## config.mk

```make
export PLATFORM = sky130hd
export DESIGN_NAME = eth_tx_arbiter
export DESIGN_NICKNAME = d
export VERILOG_FILES = /design/src/rtl/eth_tx_arbiter.sv
export SDC_FILE = /design/constraint.sdc
export NUM_CORES = 1
export LEC_CHECK = 0
export ABC_AREA = 1
export CORE_MARGIN = 2
export CORE_UTILIZATION = 30
export DETAILED_ROUTE_END_ITERATION = 10
export PLACE_DENSITY = 0.52
export SYNTH_ARGS = -nofsm -noshare
export SYNTH_HDL_FRONTEND = slang
export SYNTH_SLANG_ARGS = --single-unit
export TNS_END_PERCENT = 10
```

## constraint.sdc

```tcl
create_clock -name clk -period 2.48 [get_ports clk]
set_input_delay 0.496 -clock clk [delete_from_list [all_inputs] [get_ports clk]]
set_output_delay 0.496 -clock clk [all_outputs]
set_load 0.02 [all_outputs]
```

## src/rtl/eth_tx_arbiter.sv

```systemverilog
// Round-robin scheduler sharing one Ethernet TX framing engine between NUM_REQ frame sources.
// Enforces the inter-frame gap, holds off new frames during 802.3x PAUSE and aborts hung frames.

module eth_tx_arbiter_chk #(
    parameter int NUM_REQ = 4
) (
    input logic               clk,
    input logic               rst,
    input logic [NUM_REQ-1:0] grant,
    input logic               eng_start,
    input logic               eng_abort,
    input logic               timeout_err,
    input logic               paused,
    input logic               busy
);
    a_grant_onehot: assert property (@(posedge clk) disable iff (rst) $onehot0(grant))
        else $error("grant is not one-hot");
    a_abort_pair: assert property (@(posedge clk) disable iff (rst) eng_abort == timeout_err)
        else $error("eng_abort and timeout_err disagree");
    a_start_owned: assert property (@(posedge clk) disable iff (rst)
        eng_start |-> (busy && (grant != {NUM_REQ{1'b0}})))
        else $error("eng_start without an owner");
    a_pause_quiet: assert property (@(posedge clk) disable iff (rst)
        paused |-> (!busy && (grant == {NUM_REQ{1'b0}})))
        else $error("paused while a frame is active");
endmodule

module eth_tx_arbiter #(
    parameter int NUM_REQ           = 4,
    parameter int IFG_CYCLES        = 12,
    parameter int MAX_FRAME_CYCLES  = 1530,
    parameter int PAUSE_QUANTUM_CYC = 64
) (
    input  logic                       clk,
    input  logic                       rst,
    input  logic [NUM_REQ-1:0]         req,
    output logic [NUM_REQ-1:0]         grant,
    output logic [$clog2(NUM_REQ)-1:0] grant_id,
    output logic                       eng_start,
    input  logic                       eng_done,
    output logic                       eng_abort,
    input  logic                       pause_valid,
    input  logic [15:0]                pause_quanta,
    output logic                       paused,
    output logic                       busy,
    output logic                       timeout_err
);
    localparam int IDW = $clog2(NUM_REQ);
    localparam int PCW = 16 + $clog2(PAUSE_QUANTUM_CYC);
    localparam int FCW = $clog2(MAX_FRAME_CYCLES + 1);
    localparam int ICW = $clog2(IFG_CYCLES + 1);

    localparam logic [FCW-1:0]     FRAME_LAST = FCW'(MAX_FRAME_CYCLES - 1);
    localparam logic [ICW-1:0]     IFG_LAST   = ICW'(IFG_CYCLES - 1);
    localparam logic [PCW-1:0]     QUANTUM    = PCW'(PAUSE_QUANTUM_CYC);
    localparam logic [NUM_REQ-1:0] ONE_HOT0   = {{(NUM_REQ-1){1'b0}}, 1'b1};
    localparam logic [FCW-1:0]     FCNT_ONE   = {{(FCW-1){1'b0}}, 1'b1};
    localparam logic [ICW-1:0]     ICNT_ONE   = {{(ICW-1){1'b0}}, 1'b1};
    localparam logic [PCW-1:0]     PCNT_ONE   = {{(PCW-1){1'b0}}, 1'b1};

    typedef enum logic [2:0] {
        ST_IDLE  = 3'd0,
        ST_START = 3'd1,
        ST_BUSY  = 3'd2,
        ST_IFG   = 3'd3,
        ST_PAUSE = 3'd4
    } state_t;

    state_t             state_r;
    state_t             state_nxt_s;
    logic [NUM_REQ-1:0] grant_r;
    logic [NUM_REQ-1:0] grant_nxt_s;
    logic [IDW-1:0]     grant_id_r;
    logic [IDW-1:0]     grant_id_nxt_s;
    logic               eng_start_r;
    logic               eng_abort_r;
    logic               timeout_err_r;
    logic               paused_r;
    logic               busy_r;
    logic               abort_nxt_s;
    logic [FCW-1:0]     frame_cnt_r;
    logic [ICW-1:0]     ifg_cnt_r;
    logic [PCW-1:0]     pause_cnt_r;
    logic [PCW-1:0]     pause_cnt_nxt_s;
    logic [IDW:0]       pick_s;

    // Returns {found, index}: first requester after 'last' in circular order.
    function automatic logic [IDW:0] rr_pick(input logic [NUM_REQ-1:0] r,
                                             input logic [IDW-1:0]     last);
        logic [IDW:0]   res;
        logic [IDW-1:0] idx;
        res = {1'b0, last};
        // Scanning from the farthest candidate lets the nearest one overwrite last.
        for (int i = NUM_REQ; i >= 1; i--) begin
            idx = IDW'((int'(last) + i) % NUM_REQ);
            if (r[idx]) begin
                res = {1'b1, idx};
            end else begin
                res = res;
            end
        end
        return res;
    endfunction

    // Round-robin candidate for the next frame
    always_comb begin
        pick_s = rr_pick(req, grant_id_r);
    end

    // Pause counter: a new PAUSE frame always overrides the countdown
    always_comb begin
        pause_cnt_nxt_s = pause_cnt_r;
        if (pause_valid) begin
            pause_cnt_nxt_s = PCW'(pause_quanta) * QUANTUM;
        end else if ((state_r == ST_PAUSE) && (pause_cnt_r != {PCW{1'b0}})) begin
            pause_cnt_nxt_s = pause_cnt_r - PCNT_ONE;
        end else begin
            pause_cnt_nxt_s = pause_cnt_r;
        end
    end

    // Next-state, grant and abort decode
    always_comb begin
        state_nxt_s    = state_r;
        grant_nxt_s    = grant_r;
        grant_id_nxt_s = grant_id_r;
        abort_nxt_s    = 1'b0;
        case (state_r)
            ST_IDLE: begin
                if (pause_cnt_r != {PCW{1'b0}}) begin
                    state_nxt_s = ST_PAUSE;
                end else if (pick_s[IDW]) begin
                    state_nxt_s    = ST_START;
                    grant_nxt_s    = ONE_HOT0 << pick_s[IDW-1:0];
                    grant_id_nxt_s = pick_s[IDW-1:0];
                end else begin
                    state_nxt_s = ST_IDLE;
                end
            end
            ST_START: begin
                state_nxt_s = ST_BUSY;
            end
            ST_BUSY: begin
                // A completion in the watchdog's last cycle still counts as a clean frame.
                if (eng_done) begin
                    state_nxt_s = ST_IFG;
                    grant_nxt_s = {NUM_REQ{1'b0}};
                end else if (frame_cnt_r == FRAME_LAST) begin
                    state_nxt_s = ST_IFG;
                    grant_nxt_s = {NUM_REQ{1'b0}};
                    abort_nxt_s = 1'b1;
                end else begin
                    state_nxt_s = ST_BUSY;
                end
            end
            ST_IFG: begin
                if (ifg_cnt_r == IFG_LAST) begin
                    state_nxt_s = ST_IDLE;
                end else begin
                    state_nxt_s = ST_IFG;
                end
            end
            ST_PAUSE: begin
                if (pause_cnt_nxt_s == {PCW{1'b0}}) begin
                    state_nxt_s = ST_IDLE;
                end else begin
                    state_nxt_s = ST_PAUSE;
                end
            end
            default: begin
                state_nxt_s = ST_IDLE;
                grant_nxt_s = {NUM_REQ{1'b0}};
            end
        endcase
    end

    // State, counters and registered outputs
    always_ff @(posedge clk or posedge rst) begin
        if (rst) begin
            state_r       <= ST_IDLE;
            grant_r       <= {NUM_REQ{1'b0}};
            grant_id_r    <= IDW'(NUM_REQ - 1);
            eng_start_r   <= 1'b0;
            eng_abort_r   <= 1'b0;
            timeout_err_r <= 1'b0;
            paused_r      <= 1'b0;
            busy_r        <= 1'b0;
            frame_cnt_r   <= {FCW{1'b0}};
            ifg_cnt_r     <= {ICW{1'b0}};
            pause_cnt_r   <= {PCW{1'b0}};
        end else begin
            state_r       <= state_nxt_s;
            grant_r       <= grant_nxt_s;
            grant_id_r    <= grant_id_nxt_s;
            eng_start_r   <= (state_nxt_s == ST_START);
            eng_abort_r   <= abort_nxt_s;
            timeout_err_r <= abort_nxt_s;
            paused_r      <= (state_nxt_s == ST_PAUSE);
            busy_r        <= (state_nxt_s == ST_START) || (state_nxt_s == ST_BUSY) ||
                             (state_nxt_s == ST_IFG);
            pause_cnt_r   <= pause_cnt_nxt_s;
            // Frame age is 0 in the START cycle, so the watchdog counts from eng_start.
            if ((state_r == ST_START) || (state_r == ST_BUSY)) begin
                frame_cnt_r <= frame_cnt_r + FCNT_ONE;
            end else begin
                frame_cnt_r <= {FCW{1'b0}};
            end
            if (state_r == ST_IFG) begin
                ifg_cnt_r <= ifg_cnt_r + ICNT_ONE;
            end else begin
                ifg_cnt_r <= {ICW{1'b0}};
            end
        end
    end

    assign grant       = grant_r;
    assign grant_id    = grant_id_r;
    assign eng_start   = eng_start_r;
    assign eng_abort   = eng_abort_r;
    assign timeout_err = timeout_err_r;
    assign paused      = paused_r;
    assign busy        = busy_r;

    eth_tx_arbiter_chk #(
        .NUM_REQ (NUM_REQ)
    ) u_chk (
        .clk         (clk),
        .rst         (rst),
        .grant       (grant_r),
        .eng_start   (eng_start_r),
        .eng_abort   (eng_abort_r),
        .timeout_err (timeout_err_r),
        .paused      (paused_r),
        .busy        (busy_r)
    );
endmodule

```

Word level (Yosys, flattened, before mapping)
Cells that the tools add are included.
Word-level totals
  bits in registers: 50
  input port bits: 24
  output and inout bits: 11
  word-level logic and storage cells: 78
Operators by class
  $add $sub $neg: 7
  magnitude comparators: 4
  eq/ne operators: 13
  shift operators: 1
  multiplexer cells: 31
  bitwise gates (word level): 2
  reductions and logical operators: 10
Operators by type and width (count)
  two-way mux 22 bit: 2
  zero test 22 bit: 1
  nonzero test 22 bit: 1
  subtractor 22 x 1 -> 22 bit, second input constant: 1
  two-way mux 4 bit: 5
  two-way mux 3 bit: 6
  one-hot mux 3 bit (5 select lines): 1
  == test 3 x 2 -> 1 bit, second input constant: 4
  < comparator 2 x 3 -> 1 bit, second input constant: 4
  one-hot mux 4 bit (3 select lines): 1
  adder 11 x 1 -> 11 bit, second input constant: 1
  == test 11 bit, second input constant: 1
  two-way mux 11 bit: 1
  two-way mux 1 bit: 10
  binary-select mux 1 bit (select 2 bit): 4
  == test 3 x 1 -> 1 bit, second input constant: 2
  == test 3 bit, second input constant: 2
  adder 2 x 1 -> 2 bit, second input constant: 2
  adder 2 bit, second input constant: 2
  adder 4 x 1 -> 4 bit, second input constant: 1
  == test 4 bit, second input constant: 1
  != test 2 bit, second input constant: 2
  AND reduction 4 bit: 1
  << shifter 1 x 2 -> 4 bit, first input constant: 1
  other kinds (8): 11

Longest topological paths before layout
  depth after elaboration: 13
  depth in mapped cells: 18
  mapped depth without buffers: 17

Least setup slack after synthesis
Ideal clock, no wire load.
  kind: register to register
  from: reg grant_id_r[0] (netlist: grant_id[0])
  to: reg grant_r[3] (netlist: grant[3])
  setup time: 83 ps
  arrival: 2039 ps
  required time: 2397 ps
  slack: 358 ps
  stages on the path, launching flop included: 11
  buffers on the path: 1
  clock period less this slack: 2122 ps
  path through: dfstp_2 buf_4 inv_1 or2_2 o21ai_0 inv_1 mux2_2 a21oi_1 xor2_1 or2_1 o21ai_0
Between the ends
  word-level cells in the longest chain between the ends: 11
Ends and longest elaborated chain
  start: declaration: line 73  | logic [IDW-1:0] grant_id_r;
  start signal: assignment: line 182  | grant_id_r <= IDW'(NUM_REQ - 1);
  start signal: assignment: line 194  | grant_id_r <= grant_id_nxt_s;
  adder 2 x 1 -> 2 bit: line 95  | idx = IDW'((int'(last) + i) % NUM_REQ);
  binary-select mux 1 bit (select 2 bit): line 96  | if (r[idx]) begin
  two-way mux 1 bit (implied by the code): line 96
  two-way mux 3 bit (3 in a row): line 96
  two-way mux 3 bit (*): line 96
  << shifter 1 x 2 -> 4 bit: line 134  | grant_nxt_s = ONE_HOT0 << pick_s[IDW-1:0];
  two-way mux 4 bit: line 132  | end else if (pick_s[IDW]) begin
  two-way mux 4 bit: line 130  | if (pause_cnt_r != {PCW{1'b0}}) begin
  one-hot mux 4 bit (3 select lines): line 128  | case (state_r)
  end signal: assignment: line 181  | grant_r <= {NUM_REQ{1'b0}};
  end signal: assignment: line 193  | grant_r <= grant_nxt_s;
  end: declaration: line 71  | logic [NUM_REQ-1:0] grant_r;
Mark *: on every way between the ends. The rest lies on a longest branch, timed or not. The select of a mux whose other input is x is not followed.
A chain may end at the register's enable or synchronous reset.

Final worst setup path
  from: reg pause_cnt_r[0]
  to: reg grant_r[1] (netlist: grant[1])
Between the ends
  word-level cells in the longest chain between the ends: 3
Ends and longest elaborated chain
  start: declaration: line 83  | logic [PCW-1:0] pause_cnt_r;
  start signal: assignment: line 190  | pause_cnt_r <= {PCW{1'b0}};
  start signal: assignment: line 201  | pause_cnt_r <= pause_cnt_nxt_s;
  nonzero test 22 bit: line 130
  != test 2 bit (no line)
  AND reduction 4 bit (no line)
Every way passes these cells.

==> impl_metrics.env <==
export IMPL_cts_buffers=5
export IMPL_antenna_found_initial=0
export IMPL_critPathMaxStageDelay_ps=390
export IMPL_cts_tree="yes"
export IMPL_drt_iter0_drc=100
export IMPL_rsz0062_at_grt="no"
export IMPL_synth_top_area_share_pct=37.7
export IMPL_total_power_mw=1.76
export IMPL_synth_xor_area_share_pct=1.10
export IMPL_p_int_mw=1.20
export IMPL_p_leak_nw=1.90
export IMPL_drc_errors=0
export IMPL_fin_cells=649
export IMPL_syn_inst=468
export IMPL_synthAdderAreaFrac_pct=1.57
export IMPL_critical_path_arrival_ps=2440
export IMPL_crit_family="simple AND/OR/NAND/NOR gates"
export IMPL_grt_start_max_net_pins=35
export IMPL_path_max_fanout=8
export IMPL_port_buffer_count=34
export IMPL_p_comb_share_pct=18.9
export IMPL_root_buffer="clkbuf_8"
export IMPL_netSwitchingFraction_pct=31.5
export IMPL_clock_latency_ps=310
export IMPL_grt_util_all_layers_pct=14.3
export IMPL_synthMuxAreaShare_pct=0.354
export IMPL_slew_headroom_pct=68.3
export IMPL_io_pins=35
export IMPL_die_w_microns=107
export IMPL_num_fill_cells=1105
export IMPL_dp_hpwl_microns=5620
export IMPL_ys_warnings_count=0
export IMPL_synth_area_leaders="dfrtp_1 38%, nand2_1 17%, inv_1 8.6%"
export IMPL_clkSinkCount=50
export IMPL_ant_nets=0
export IMPL_preCtsSetupSlack_ps=49.3
export IMPL_syn_area_sq_um=3180
export IMPL_nets=540
export IMPL_cpMaxStageDelayCell="dfrtp_1"
export IMPL_worstPathRequired_ps=2710
export IMPL_synth_compound_area_share_pct=6.60
export IMPL_wirelength_microns=7410
export IMPL_synth_top_area_cell="dfrtp_1"
export IMPL_synthesis_nets=496
export IMPL_grt_overflow_total=0
export IMPL_die_y_microns=107
export IMPL_p_seq_share_pct=51.0
export IMPL_ys_seq_elements=50
export IMPL_num_rows=37
export IMPL_status="finished, final reports clean"
export IMPL_hold_viol_final=0
export IMPL_yosysSeqAreaShare_pct=39.4
export IMPL_layout_drive_gt1_share_pct=10.7
export IMPL_clkTransAtPathRegs_ps=110
export IMPL_min_period_ps=2210
export IMPL_first_global_vias=2944
export IMPL_min_period_over_period_pct=89.2
export IMPL_floorplan_initialDensity_pct=30.8
export IMPL_p_sw_mw=0.554
export IMPL_syn_to_final_growth_pct=21.0
export IMPL_setup_viol=0
export IMPL_power_density_nw_per_um2=457
export IMPL_place_area_sq_um=3750
export IMPL_multi_input_area_sq_um=1590
export IMPL_syn_area_per_cell_sq_um=6.80
export IMPL_seqCellArea_sq_um=1250
export IMPL_timing_fmax_ghz=0.452
export IMPL_dp_cells=641
export IMPL_worstSetupStartpointType="register"
export IMPL_synthSimpleGateAreaFrac_pct=40.2
export IMPL_routabilityCongestion=0.803
export IMPL_vdd_drop_max_v=0.000212
export IMPL_clk_path_buf_depth=2
export IMPL_finalSetupTns_ps=0
export IMPL_routedWlPerCell_microns=11.4
export IMPL_dr_pass1_iters=4
export IMPL_stdcell_area_sq_um=3850
export IMPL_htree_levels=2
export IMPL_maxCapViolCount=0
export IMPL_crit_chain="inv_1, ha_1, nand2_2, nor2_4, nand3_4, buf_4, o21ai_0, and3_1, nand2_1, or2_1, o21ai_0"
export IMPL_via_count=2882
export IMPL_path_class="register to register"
export IMPL_skew_ps=12.3
export IMPL_ys_types=33
export IMPL_worst_path_buf_inv=2
export IMPL_finalWorstSetupSlack_ps=267
export IMPL_worst_pin_slew_ps=475
export IMPL_min_path_type="register to register"
export IMPL_cp_common_cell="o21ai_0"
export IMPL_slew_violations=0
export IMPL_die_area_sq_um=11500
export IMPL_cp_end_kind="register"
export IMPL_grt_first_pass_wirelength_microns=13300
export IMPL_core_area_sq_um=10300
export IMPL_vias_per_cell=4.44
export IMPL_synth_top_family_by_area="simple AND/OR/NAND/NOR gates"
export IMPL_cts_hold_fix_buffers=0
export IMPL_clockPowerShare_pct=30.1
export IMPL_diodes=0
[cell usage in the layout, fill, tap and decap left out, types with 2 or more instances in the layout]
master	n
or2_2	14
dfstp_2	2
xor2_1	4
dfrtp_1	48
nor2_2	6
and3_1	2
buf_4	8
nand3b_1	7
o21ai_1	2
nand3_2	2
buf_12	3
o21ai_0	23
nand3_1	35
clkbuf_8	5
ha_1	4
a21oi_1	14
nand2_2	6
nor2_1	55
nor3_1	7
clkdlybuf4s50_1	34
inv_1	72
nand2_1	141
nand4_1	5
[cell families after synthesis]
group           Yosys count
buf+inv                  82
flops                    50
simple gates            286
compound gates           41
fa+ha+maj                 4
mux                       1
xor+xnor                  4
[worst reg2reg max path: stages (launching register included)]
cell     delay [ps]
dfrtp_1         390
inv_1            90
ha_1            200
nand2_2         120
nor2_4          160
nand3_4         100
buf_4           180
o21ai_0         130
and3_1          180
nand2_1         140
or2_1           290
o21ai_0         150
[state kept, by name, indices dropped and copies added (netlist names)]
| signal | flops |
|---|---|
| busy | 1 |
| eng_start | 1 |
| frame_cnt_r | 11 |
| grant | 4 |
| grant_id | 2 |
| ifg_cnt_r | 4 |
| pause_cnt_r | 22 |
| paused | 1 |
| state_r | 3 |
| timeout_err | 1 |
[metal layers]
layer,share of wire (%),up-vias,global-route usage [%]
li1,-,1541,-
met1,50,1300,19.2
met2,47,37,24.5
met3,3.0,4,2.37
met4,0.59,0,2.23
met5,0,-,0
[final timing paths]
path	cells after the start	start	slack (ps)	end
min in group asynchronous	2	rst	520	frame_cnt_r[2]
setup reg to reg	11	pause_cnt_r[0]	270	grant[1]
setup / recovery	11	pause_cnt_r[0]	270	grant[1]
hold reg to reg	1	ifg_cnt_r[0]	470	ifg_cnt_r[0]
max in group asynchronous	3	rst	1350	grant_id[1]
hold / removal	1	ifg_cnt_r[0]	470	ifg_cnt_r[0]
[synthesized netlist by cell type]
cell type / number
or2_2: 14
buf_4: 3
nand2_1: 141
nor2_1: 57
nand3b_1: 7
and3_1: 2
or2_1: 1
nor3_1: 7
nand3_4: 1
a211oi_1: 1
buf_2: 1
o21ai_1: 2
nand2_4: 1
a21oi_1: 14
o31ai_1: 1
inv_4: 1
buf_6: 3
mux2_2: 1
nor2_2: 4
nor2_4: 1
xor2_1: 4
nand2_2: 6
nand3_2: 2
clkbuf_1: 1
dfrtp_1: 48
o21ai_0: 23
nor4_1: 1
inv_1: 73
nand4_1: 5
and2_1: 1
nand3_1: 35
dfstp_2: 2
ha_1: 4
[metrics by stage]
stage | util [%] | hold slack, ps
finish | 37.3 | 470
floorplan | - | 431
CTS | 37.3 | 474
global route | 37.3 | 508
detailed placement | 36.3 | 458
global placement | 36.3 | 449
[power groups by stage]
stage | clock network (mW) | logic [mW] | registers [mW]
final | 0.529 | 0.332 | 0.898
after global routing | 0.581 | 0.390 | 0.905
after detailed placement | 0 | 0.333 | 0.914
after global placement | 0 | 0.330 | 0.913
after floorplan | 0 | 0.223 | 0.900
after CTS | 0.560 | 0.335 | 0.899
[final cells by class]
class,instances,share of cell area (%)
Multi-Input combinational cell,336,41.3
Sequential cell,50,32.5
Timing Repair Buffer,45,12.0
Inverter,74,7.28
Tap cell,136,4.42
Clock buffer,5,1.79
Clock inverter,3,0.747
[what timing repair did]
action / in CTS / in global routing
buffers inserted: 0 / 0
hold endpoints to repair: 0 / 0
setup endpoints to repair: 0 / 2
gates resized for setup: 0 / 2
Power figures use the tool's default switching activity.
